$ cat config.mk
export PLATFORM = sky130hd
export DESIGN_NAME = y_row_unpack
export DESIGN_NICKNAME = d
export VERILOG_FILES = /design/src/rtl/y_row_unpack.sv
export SDC_FILE = /design/constraint.sdc
export NUM_CORES = 1
export LEC_CHECK = 0
export CELL_PAD_IN_SITES_DETAIL_PLACEMENT = 0
export CELL_PAD_IN_SITES_GLOBAL_PLACEMENT = 1
export CORE_ASPECT_RATIO = 0.5
export CORE_MARGIN = 8
export CORE_UTILIZATION = 40
export DETAILED_ROUTE_END_ITERATION = 16
export DONT_BUFFER_PORTS = 1
export PLACE_DENSITY = 0.62
export RECOVER_POWER = 50
export SETUP_SLACK_MARGIN = 0.4
export SLEW_MARGIN = 20
export SYNTH_ARGS = -nofsm -noshare
export SYNTH_HDL_FRONTEND = slang
export SYNTH_SLANG_ARGS = --single-unit
$ cat constraint.sdc
create_clock -name clk -period 2 [get_ports clk]
set_input_delay 0.2 -clock clk [delete_from_list [all_inputs] [get_ports clk]]
set_output_delay 0.2 -clock clk [all_outputs]
set_load 0.01 [all_outputs]
$ cat src/rtl/y_row_unpack.sv
// Y RAM read-side unpacker: splits a 256-bit row into four 48-bit elements streamed with a {row, slot} index.
// Optional one-row spare buffer for zero-bubble row turnaround: define Y_ROW_UNPACK_PREFETCH_EN.
//
// state  | meaning
// IDLE   | no active row; ready for a new row, no element presented
// STREAM | active row buffered; presenting element at slot pointer
module y_row_unpack (
  input  logic         clk,
  input  logic         rst_n,
  input  logic         Clear,
  input  logic         RowValid,
  output logic         RowReady,
  input  logic [255:0] Y_ramRow,
  input  logic [1:0]   StartSlot,
  output logic         ElemValid,
  input  logic         ElemReady,
  output logic [47:0]  Element,
  output logic [12:0]  PosElement,
  output logic         LastInRow
);

  typedef enum logic {IDLE, STREAM} stateT;

  stateT            state, stateNext;
  logic [3:0][47:0] rowLanes, activeLanes;
  logic [1:0]       slot;
  logic [10:0]      rowIdx;
  logic             rowAcc, elemAcc, lastAcc;
  logic             loadActive, advanceSlot, bumpRow;
  logic             unusedLaneTops;
`ifdef Y_ROW_UNPACK_PREFETCH_EN
  logic [3:0][47:0] spareLanes;
  logic [1:0]       spareStart;
  logic             spareValid;
  logic             loadSpare, loadFromSpare;
`endif

  // Slot k lives in the low 48 bits of 64-bit lane k, counted from the top of the row.
  always_comb begin
    for (int k = 0; k < 4; k++) rowLanes[k] = Y_ramRow[239-64*k -: 48];
  end

  assign unusedLaneTops = ^{Y_ramRow[255:240], Y_ramRow[191:176], Y_ramRow[127:112], Y_ramRow[63:48]};

  always_comb begin
    stateNext   = state;
    RowReady    = 1'b0;
    ElemValid   = 1'b0;
    loadActive  = 1'b0;
    advanceSlot = 1'b0;
    bumpRow     = 1'b0;
`ifdef Y_ROW_UNPACK_PREFETCH_EN
    loadSpare     = 1'b0;
    loadFromSpare = 1'b0;
`endif
    case (state)
      IDLE:   RowReady = 1'b1;
      STREAM: begin
        ElemValid = 1'b1;
`ifdef Y_ROW_UNPACK_PREFETCH_EN
        RowReady  = !spareValid;
`endif
      end
      default: ;
    endcase

    rowAcc  = RowValid & RowReady;
    elemAcc = ElemValid & ElemReady;
    lastAcc = elemAcc & (slot == 2'd3);

    case (state)
      IDLE: begin
        if (rowAcc) begin
          loadActive = 1'b1;
          stateNext  = STREAM;
        end
      end
      STREAM: begin
        if (elemAcc && !lastAcc) advanceSlot = 1'b1;
        if (lastAcc) begin
          bumpRow = 1'b1;
`ifdef Y_ROW_UNPACK_PREFETCH_EN
          // A row arriving with the last handshake can only land here while spare is empty.
          if (spareValid)  loadFromSpare = 1'b1;
          else if (rowAcc) loadActive    = 1'b1;
          else             stateNext     = IDLE;
`else
          stateNext = IDLE;
`endif
        end
`ifdef Y_ROW_UNPACK_PREFETCH_EN
        if (rowAcc && !lastAcc) loadSpare = 1'b1;
`endif
      end
      default: stateNext = IDLE;
    endcase

    Element    = ElemValid ? activeLanes[slot] : 48'd0;
    PosElement = ElemValid ? {rowIdx, slot} : 13'd0;
    LastInRow  = ElemValid && (slot == 2'd3);
  end

  always_ff @(posedge clk or negedge rst_n) begin
    if (!rst_n) begin
      state       <= IDLE;
      activeLanes <= '0;
      slot        <= 2'd0;
      rowIdx      <= 11'd0;
`ifdef Y_ROW_UNPACK_PREFETCH_EN
      spareLanes  <= '0;
      spareStart  <= 2'd0;
      spareValid  <= 1'b0;
`endif
    end else if (Clear) begin
      state  <= IDLE;
      slot   <= 2'd0;
      rowIdx <= 11'd0;
`ifdef Y_ROW_UNPACK_PREFETCH_EN
      spareValid <= 1'b0;
`endif
    end else begin
      state <= stateNext;
      if (loadActive) begin
        activeLanes <= rowLanes;
        slot        <= StartSlot;
`ifdef Y_ROW_UNPACK_PREFETCH_EN
      end else if (loadFromSpare) begin
        activeLanes <= spareLanes;
        slot        <= spareStart;
`endif
      end else if (advanceSlot) begin
        slot <= slot + 2'd1;
      end
      if (bumpRow) rowIdx <= rowIdx + 11'd1;
`ifdef Y_ROW_UNPACK_PREFETCH_EN
      if (loadSpare) begin
        spareLanes <= rowLanes;
        spareStart <= StartSlot;
        spareValid <= 1'b1;
      end else if (loadFromSpare) begin
        spareValid <= 1'b0;
      end
`endif
    end
  end

endmodule

; Word-level counts from Yosys, hierarchy flattened
; Cells that the tools add are included.
[classes]
n_eq_ne = 1
magnitude_cmp = 1
bitwise_logic = 5
n_addsub = 2
n_mux = 20
reduce_logical = 6
[op_table]
columns = op, count
row1 = $bmux W48 S2, 1
row2 = $mux W48, 2
row3 = $mux W11, 2
row4 = $mux W13, 1
row5 = $add A11 B1 Y11 const B, 1
row6 = $mux W1, 10
row7 = $mux W2, 3
row8 = $and A1 B1 Y1, 3
row9 = $lt A2 B3 Y1 const B, 1
row10 = $reduce_bool A3 Y1, 1
row11 = $add A2 B1 Y2 const B, 1
row12 = $eq A2 B2 Y1 const B, 1
row13 = $logic_and A1 B1 Y1, 2
row14 = $not A1 Y1, 2
row15 = $pmux W1 S2, 1
row16 = $reduce_and A2 Y1, 1
row17 = $reduce_bool A2 Y1, 1
row18 = $logic_not A1 Y1, 1
[totals]
word_cells = 42
register_bits = 206

; Longest topological paths before layout
; Gate-level depths: netlist of the first run.
[depth]
word_depth = 10
mapped_depth = 5

; Least setup slack after synthesis of the first run
; OpenSTA, ideal clock, no wires.
[synth_path]
kind = register to output
startpoint = register slot[0]
endpoint = output Element[0]
required_ns = 1.800
arrival_time_ns = 1.462
path_slack_ns = 0.338
stages_incl_launch_ff = 5
path_buffers = 2
path_cell_list = dfrtp_1 > buf_2 > buf_2 > mux4_2 > and2_1
[synth_via]
elab_chain_cells = 3
[synth_rtl]
columns = element, line
row1 = from (decl), 26  ; logic [1:0] slot;
row2 = from (signal assigned), 125  ; slot <= StartSlot;
row3 = from (signal assigned), 132  ; slot <= slot + 2'd1;
row4 = $bmux W48 S2, 98  ; Element = ElemValid ? activeLanes[slot] : 48'd0;
row5 = $mux W48 (not written as such), 98
row6 = $mux W48, 98
row7 = to (decl), 17  ; output logic [47:0] Element,
; No other way between the ends. The select of a mux whose other input is x is not followed.

; Final worst setup path of the first run
[layout_path]
startpoint = register slot[0]
endpoint = output Element[19]
; Same word-level chain as after synthesis.

==> results of run 1 <==
## cells by family after synthesis
logic type | Yosys count
DFF | 206
adders and majority gates | 2
and+or+nand+nor | 94
xor gates and xnor gates | 3
muxes | 246
AOI/OAI and AO/OA | 13
buffers and inverters | 46
## cell type report
| type | instances | area share (%) |
|---|---|---|
| clock inverter | 7 | 0.582 |
| inverter | 4 | 0.125 |
| tap | 307 | 2.55 |
| multi-input combinational | 358 | 33.5 |
| timing repair buffer | 288 | 25.2 |
| sequential | 206 | 34.3 |
| clock buffer | 28 | 3.73 |
| antenna | 1 | 0.0166 |
## layout by cell type, fill, tap and decap left out, drive strengths merged, types with 2 or more instances in the layout
| cell type | synthesis | layout |
|---|---|---|
| a211oi | 4 | 4 |
| a21oi | 4 | 4 |
| and2 | 59 | 59 |
| buf | 29 | 83 |
| bufinv | 0 | 2 |
| clkbuf | 13 | 36 |
| clkinv | 0 | 4 |
| clkinvlp | 0 | 2 |
| dfrtp | 206 | 206 |
| dlygate4sd3 | 0 | 196 |
| ha | 2 | 2 |
| inv | 4 | 3 |
| mux2 | 196 | 196 |
| mux2i | 2 | 2 |
| mux4 | 48 | 48 |
| nand2 | 3 | 3 |
| nand3 | 3 | 3 |
| nand4 | 2 | 2 |
| nor2 | 12 | 12 |
| nor2b | 6 | 6 |
| nor4 | 3 | 3 |
| o21ai | 2 | 2 |
| o31ai | 3 | 3 |
| or4 | 3 | 3 |
| xnor2 | 2 | 2 |
## where the power goes
| part | total (uW) | internal, uW | switching, uW |
|---|---|---|---|
| Clock | 3900 | 2230 | 1680 |
| Sequential | 5370 | 4930 | 445 |
| Combinational | 3200 | 2250 | 946 |
## through the flow
stage | TNS, ns | worst slack (ns) | area [sq um] | util, %
5_1_grt | -9.89 | -0.257 | 15100 | 65.7
3_3_place_gp | 0 | 0.273 | 9840 | 42.9
3_5_place_dp | 0 | 0.262 | 9840 | 42.9
6_report | -6.92 | -0.203 | 15100 | 65.7
4_1_cts | -9.20 | -0.251 | 14300 | 62.4
2_1_floorplan | 0 | 0.338 | 9410 | -
## registers in the layout, indices dropped and copies added (netlist names)
register and cells:
activeLanes 192, rowIdx 11, slot 2, state 1
## worst paths after layout
check                                               end  slack [ns]  cells after the start
max in group asynchronous               state$_DFF_PN0_        2.36                      0
hold reg to reg            activeLanes[134]$_DFFE_PN0P_        0.50                      1
setup reg to reg                  rowIdx[4]$_DFFE_PN0P_        0.06                      8
hold / removal             activeLanes[123]$_DFFE_PN0P_       -0.61                      0
min in group clk                  rowIdx[5]$_DFFE_PN0P_        0.03                      3
setup / recovery                            Element[19]       -0.20                      3
## layer usage
metal,up-vias,global-route usage [%],routed length [um]
met3,42,4.43,1590
met1,3306,25.0,13000
met5,-,0,0
met2,156,31.5,14400
met4,0,4.40,565
li1,2766,-,-
## what timing repair did
| action | CTS | global route |
|---|---|---|
| pin swaps | 39 | 24 |
| hold buffers | 195 | 1 |
| gates resized for setup | 265 | 101 |
| setup buffers | 27 | 12 |
| endpoints found under the hold margin | 412 | 207 |
| gates cloned | 20 | 12 |
| setup endpoints to repair | 203 | 268 |
==> impl_metrics.py, run 1 <==
metrics = {
    "setup_path": {
        "cp.required_ns": 1.80,
        "critPathMaxStageDelay_ns": 0.53,
        "r2r-start": "slot[0]$_DFFE_PN0P_",
        "cp_top_family": "multiplexers",
        "cp-end-kind": "output pin",
        "cp_slowest_cell": "mux4_2",
        "cp-start-kind": "register",
        "worstPathCellList": "buf_16, mux4_2, and2_1",
        "path_class": "register to output pin",
        "critPathMaxFanout": 14,
        "cp.arrival_ns": 2.00,
        "timing.critical_path.buf_inv": 1,
        "crit_path_start": "slot[0]$_DFFE_PN0P_",
    },
    "grt": {
        "grt_pass1_wl_mm": 43.8,
        "grt_pass1_vias": 7262,
        "grt_max_degree": 207,
        "grt.total_usage_pct": 19.0,
        "gr-total-overflow": 0,
        "antenna_found_initial": 1,
    },
    "logic_synthesis": {
        "synth_cell_types": 28,
        "synth-edff-count": 0,
        "synth_top_family_by_area": "multiplexers",
        "syn_area_per_cell_sq_um": 15.4,
        "synth_compound_area_share_pct": 0.877,
        "yosysWarnings": 0,
        "synth_top_area_share_pct": 54.8,
        "yosysMostFrequentCell": "dfrtp_1",
        "yosysSeqAreaShare_pct": 54.8,
        "synth_xor_area_share_pct": 0.279,
        "syn_nets": 875,
        "synthTopCellsByCount": "dfrtp_1, mux2_2, and2_1",
        "synth-adder-area-share_pct": 0.266,
        "synthCells": 610,
        "synth_simple_gate_area_share_pct": 5.96,
        "synth.largest_area_cell": "dfrtp_1",
        "synth_area_leaders": "dfrtp_1, mux2_2, mux4_2, mux2_1, and2_1",
        "yosys-mux-area-fraction_pct": 35.2,
        "syn_area_sq_um": 9410,
        "synth_seq_cells": 206,
        "ys.flop_type": "dfrtp_1",
        "ys_async_sr_fraction_pct": 100,
    },
    "die": {
        "die_y_um": 124,
        "rows": 39,
        "start_util_pct": 41.0,
        "dieWidth_um": 233,
        "dieArea_sq_um": 29000,
        "ioPinCount": 327,
        "core_sq_um": 22900,
    },
    "sta": {
        "setup_violations": 48,
        "fin_hold_ws_ns": -0.608,
        "drv_slew": 0,
        "rsz0062_at_grt": "true",
        "finalCritPeriodShare_pct": 110,
        "layout_min_cycle_time_ns": 2.20,
        "fin_ws_ns": -0.203,
        "relSlewSlack_pct": 52.9,
        "max_freq_mhz": 454,
        "hold_viol_final": 206,
        "finalClockSkew_ns": 0.00693,
        "worst_pin_slew_ns": 0.704,
    },
    "route": {
        "wl_per_cell_um": 24.7,
        "drcViolationCount": 0,
        "drt_first_iter_violations": 307,
        "via_count": 6270,
        "via_per_inst": 5.23,
        "postRouteAntennaNets": 0,
        "routed_wl_mm": 29.6,
        "detail_route.first_pass.iterations": 4,
    },
    "clock_tree": {
        "cts_tree": "yes",
        "cts_buffers": 20,
        "cts.sinks": 206,
        "root_buffer": "clkbuf_16",
        "clkTransAtPathRegs_ns": 0.07,
        "clockBufferDepth": 3,
        "clk_latency_ns": 0.50,
        "htreeDepth": 1,
    },
    "power_and_ir_drop": {
        "ir_drop_mv": 0.646,
        "p_total_uw": 12500,
        "power_density_nw_per_um2": 829,
        "p_leak_uw": 0.00652,
    },
    "finish": {
        "ff_latch_area_sq_um": 5160,
        "area_growth_pct": 60.0,
        "nNetsFinal": 1143,
        "fill_cells": 1599,
        "multiInputGateArea_sq_um": 5040,
        "finalNonFillerCells": 1199,
        "final_layout_size_suffix_gt1_share_pct": 50.2,
    },
    "placed_design": {
        "dpl.hpwl_mm": 15.9,
        "gp_congestion": 0.718,
        "dp_cells": 896,
        "port_buffers": 0,
    },
    "worst_hold_path": {
        "hold_class": "primary input to asynchronous set/reset pin",
    },
    "run": {
        "drv_cap": 0,
    },
    "outcome": {
        "status": "finished, violations left",
        "violations": "negative hold slack, negative setup slack",
    },
}
(Power assumes the default switching activity.)
==> run 2, diff against run 1 <==
CORE_ASPECT_RATIO = 2   (was 0.5)
==> impl_metrics.py, run 2 <==
metrics = {
    "outcome": {
        "status": "did not finish",
        "failed_stage": "4_1_cts",
        "first-error": "[ERROR RSZ-0060] Max buffer count reached.",
    },
    "logic_synthesis": {
        "ys_async_sr_fraction_pct": 100,
        "yosysMostFrequentCell": "dfrtp_1",
        "syn_area_per_cell_sq_um": 15.4,
        "synth.largest_area_cell": "dfrtp_1",
        "synth_cell_types": 28,
        "yosysWarnings": 0,
        "synth-edff-count": 0,
        "synth_top_area_share_pct": 54.8,
        "syn_nets": 875,
        "ys.flop_type": "dfrtp_1",
        "synth_seq_cells": 206,
        "synthTopCellsByCount": "dfrtp_1, mux2_2, and2_1",
        "yosysSeqAreaShare_pct": 54.8,
        "syn_area_sq_um": 9410,
        "synth_area_leaders": "dfrtp_1, mux2_2, mux4_2, mux2_1, and2_1",
        "synthCells": 610,
    },
    "clock_tree": {
        "cts_buffers": 20,
        "root_buffer": "clkbuf_16",
        "clockBufferDepth": 3,
        "hold_buffers": 195,
        "post_cts_buffers": 37,
        "htreeDepth": 1,
        "cts.sinks": 206,
        "cts_resized": 297,
    },
    "die": {
        "dieWidth_um": 124,
        "ioPinCount": 327,
        "start_util_pct": 40.5,
        "die_y_um": 233,
        "rows": 79,
    },
    "placed_design": {
        "dpl.hpwl_mm": 16.8,
        "dp_cells": 867,
        "port_buffers": 0,
        "gp_congestion": 0.740,
    },
}
==> run 2: cell counts after synthesis <==
Identical to the previous run, type by type.
==> run 2: kinds of logic after synthesis <==
| group | after synthesis | synth area share, % |
|---|---|---|
| buf+inv | 46 | 2.70 |
| compound gates | 13 | 0.877 |
| mux | 246 | 35.2 |
| xor+xnor | 3 | 0.279 |
| flops | 206 | 54.8 |
| fa+ha+maj | 2 | 0.266 |
| simple gates | 94 | 5.96 |
==> run 2: stage by stage <==
stage                     hold slack (ns)  area (sq um)  setup WS, ns
after detailed placement          -0.0848          9750         0.246
after global placement            -0.0882          9750         0.260
after floorplan                   -0.0956          9410         0.338
==> run 3, diff against run 2 <==
CELL_PAD_IN_SITES_DETAIL_PLACEMENT = not set   (was 0)
CELL_PAD_IN_SITES_GLOBAL_PLACEMENT = not set   (was 1)
CORE_ASPECT_RATIO = not set   (was 2)
CORE_UTILIZATION = 25   (was 40)
PLACE_DENSITY = not set   (was 0.62)
PLACE_DENSITY_LB_ADDON = 0.15   (was not set)
SETUP_SLACK_MARGIN = not set   (was 0.4)
==> impl_metrics.py, run 3 (synthesis gave the netlist of run 1 again) <==
metrics = {
    "sta": {
        "worst_pin_slew_ns": 0.841,
        "drv_slew": 0,
        "fin_tns_setup_ns": -13.66,
        "rsz0062_at_grt": "true",
        "max_freq_mhz": 442,
        "finalCritPeriodShare_pct": 113,
        "relSlewSlack_pct": 43.9,
        "fin_ws_ns": -0.262,
        "fin_hold_ws_ns": -0.624,
        "hold_viol_final": 206,
        "finalClockSkew_ns": 0.00774,
        "setup_violations": 115,
        "layout_min_cycle_time_ns": 2.26,
    },
    "finish": {
        "stdcell_area_sq_um": 13200,
        "nNetsFinal": 1094,
        "top_register": "activeLanes",
        "largest_registers": "activeLanes (192), rowIdx (11), slot (2)",
        "largest_reg_flops": 192,
        "finalNonFillerCells": 1358,
        "final_cell_mix": "dfrtp_1, dlygate4sd3_1, mux2_2, mux4_2, and2_4",
        "layout_commonest_cell": "dfrtp_1",
        "final_layout_size_suffix_gt1_share_pct": 39.2,
        "area_growth_pct": 40.3,
    },
    "grt": {
        "antenna_found_initial": 2,
        "grt_pass1_wl_mm": 42.2,
        "gr-total-overflow": 0,
        "grt_max_degree": 207,
        "grt_pass1_vias": 7102,
        "grt.total_usage_pct": 11.9,
    },
    "die": {
        "dieArea_sq_um": 44100,
        "ioPinCount": 327,
        "die_y_um": 210,
        "dieWidth_um": 210,
        "start_util_pct": 25.2,
        "rows": 71,
        "core_sq_um": 37400,
    },
    "clock_tree": {
        "cts_tree": "yes",
        "clockBufferDepth": 3,
        "cts_buffers": 25,
        "clkTransAtPathRegs_ns": 0.06,
        "clk_latency_ns": 0.52,
        "cts.sinks": 206,
        "htreeDepth": 1,
        "root_buffer": "clkbuf_16",
    },
    "placed_design": {
        "port_buffers": 0,
        "dpl_worst_slack_ns": 0.197,
        "dpl.hpwl_mm": 18.0,
        "dp_cells": 1104,
        "dpl-instance-area_sq_um": 10100,
        "gp_congestion": 0.710,
    },
    "setup_path": {
        "cp_top_family": "flip-flops",
        "worstPathCellList": "buf_12, buf_12, buf_4, mux4_2, and2_4",
        "critPathMostFrequentCell": "buf_12",
        "cp-end-kind": "output pin",
        "timing.critical_path.buf_inv": 3,
        "cp_slowest_cell": "dfrtp_4",
        "critPathMaxStageDelay_ns": 0.49,
        "cp.required_ns": 1.80,
        "path_class": "register to output pin",
        "cp-start-kind": "register",
        "critPathMaxFanout": 6,
        "cp.arrival_ns": 2.06,
    },
    "power_and_ir_drop": {
        "ir_drop_mv": 0.571,
        "p_leak_uw": 0.00529,
        "p_total_uw": 11900,
        "power_density_nw_per_um2": 898,
    },
    "route": {
        "wl_per_cell_um": 19.4,
        "drcViolationCount": 0,
        "via_per_inst": 4.37,
        "postRouteAntennaNets": 0,
        "via_count": 5929,
        "routed_wl_mm": 26.4,
        "detail_route.first_pass.iterations": 4,
        "drt_first_iter_violations": 131,
    },
    "outcome": {
        "status": "finished, violations left",
        "violations": "negative hold slack, negative setup slack",
    },
    "worst_hold_path": {
        "hold_class": "primary input to asynchronous set/reset pin",
    },
    "run": {
        "drv_cap": 0,
    },
}
[run 3: cell type report]
class	instances	area (sq um)
Fill cell	3616	24200
Sequential cell	206	5160
Multi-Input combinational cell	358	4130
Timing Repair Buffer	234	2490
Clock buffer	39	748
Tap cell	511	639
Clock inverter	5	25.0
Inverter	4	15.0
Antenna cell	1	2.50
[run 3: repair_timing]
item                                   4_1_cts  5_1_grt
buffers inserted                            10        2
endpoints found under the hold margin      412      208
hold buffers                               197        1
gates resized for setup                     61        7
setup endpoints to repair                   52       52
cloned                                       1        2
[run 3: report_power, final]
group / total (uW) / switching, uW / internal, uW
registers: 5300 / 373 / 4930
clock network: 4250 / 1700 / 2540
logic: 2310 / 776 / 1530
[run 3: worst paths after layout]
| check | startpoint | to | slack, ns | depth (start not counted) |
|---|---|---|---|---|
| worst max-delay path | slot[0]$_DFFE_PN0P_ | Element[17] | -0.26 | 5 |
| worst min-delay path | rst_n | activeLanes[34]$_DFFE_PN0P_ | -0.62 | 0 |
| worst max register to register | state$_DFF_PN0_ | activeLanes[117]$_DFFE_PN0P_ | -0.09 | 4 |
| worst min register to register | activeLanes[21]$_DFFE_PN0P_ | activeLanes[21]$_DFFE_PN0P_ | 0.48 | 1 |
| max in group asynchronous | rst_n | activeLanes[77]$_DFFE_PN0P_ | 1.92 | 0 |
| min in group clk | RowValid | slot[0]$_DFFE_PN0P_ | 0.04 | 3 |
[run 3: metal layers]
metal  global-route usage [%]  wire length, um  up-vias
li1                         -                -     2656
met1                     14.4            11000     3052
met2                     20.2            12900      179
met3                     4.01             1830       40
met4                     3.01              604        2
met5                        0               13        -
[run 3: stage by stage]
stage          hold WS [ns]  utilization (%)
2_1_floorplan       -0.0956                -
3_3_place_gp        -0.0874             27.1
3_5_place_dp        -0.0884             27.1
4_1_cts              -0.664             35.2
5_1_grt              -0.663             35.3
6_report             -0.624             35.3
==> run 4, diff against run 3 <==
CORE_UTILIZATION = 50   (was 25)
==> impl_metrics.py, run 4 <==
metrics = {
    "outcome": {
        "status": "did not finish",
        "failed_stage": "4_1_cts",
        "first-error": "[ERROR RSZ-0060] Max buffer count reached.",
    },
    "die": {
        "ioPinCount": 327,
        "rows": 50,
        "die_y_um": 153,
        "dieWidth_um": 153,
        "start_util_pct": 50.7,
    },
    "logic_synthesis": {
        "syn_area_sq_um": 9410,
        "synth.largest_area_cell": "dfrtp_1",
        "synthCells": 610,
        "synth_seq_cells": 206,
        "synthTopCellsByCount": "dfrtp_1, mux2_2, and2_1",
        "synth_xor_area_share_pct": 0.279,
        "yosysSeqAreaShare_pct": 54.8,
        "ys.flop_type": "dfrtp_1",
        "synth-adder-area-share_pct": 0.266,
        "ys_async_sr_fraction_pct": 100,
        "synth_area_leaders": "dfrtp_1, mux2_2, mux4_2, mux2_1, and2_1",
        "yosys-mux-area-fraction_pct": 35.2,
        "synth_top_family_by_area": "multiplexers",
        "synth_simple_gate_area_share_pct": 5.96,
        "yosysMostFrequentCell": "dfrtp_1",
        "synth_top_area_share_pct": 54.8,
        "synth_cell_types": 28,
        "syn_area_per_cell_sq_um": 15.4,
        "synth-edff-count": 0,
        "yosysWarnings": 0,
        "syn_nets": 875,
        "synth_compound_area_share_pct": 0.877,
    },
    "clock_tree": {
        "cts_buffers": 23,
        "htreeDepth": 1,
        "root_buffer": "clkbuf_16",
        "hold_buffers": 174,
        "cts_resized": 59,
        "clockBufferDepth": 3,
        "post_cts_buffers": 6,
        "cts.sinks": 206,
    },
    "placed_design": {
        "dpl-instance-area_sq_um": 9660,
        "dp_cells": 815,
        "gp_congestion": 0.796,
        "dpl.hpwl_mm": 14.8,
        "port_buffers": 0,
    },
}
==> run 4: logic make-up after synthesis <==
group / Yosys count
multiplexers: 246
AO/OA/AOI/OAI: 13
flip-flops: 206
adder cells (fa/ha/maj): 2
XOR/XNOR: 3
AND/OR/NAND/NOR: 94
buffers and inverters: 46
==> run 4: per-stage QoR <==
step	setup WS, ns	hold slack (ns)
detailed placement	0.223	-0.0891
floorplan	0.338	-0.0956
global placement	0.255	-0.0895
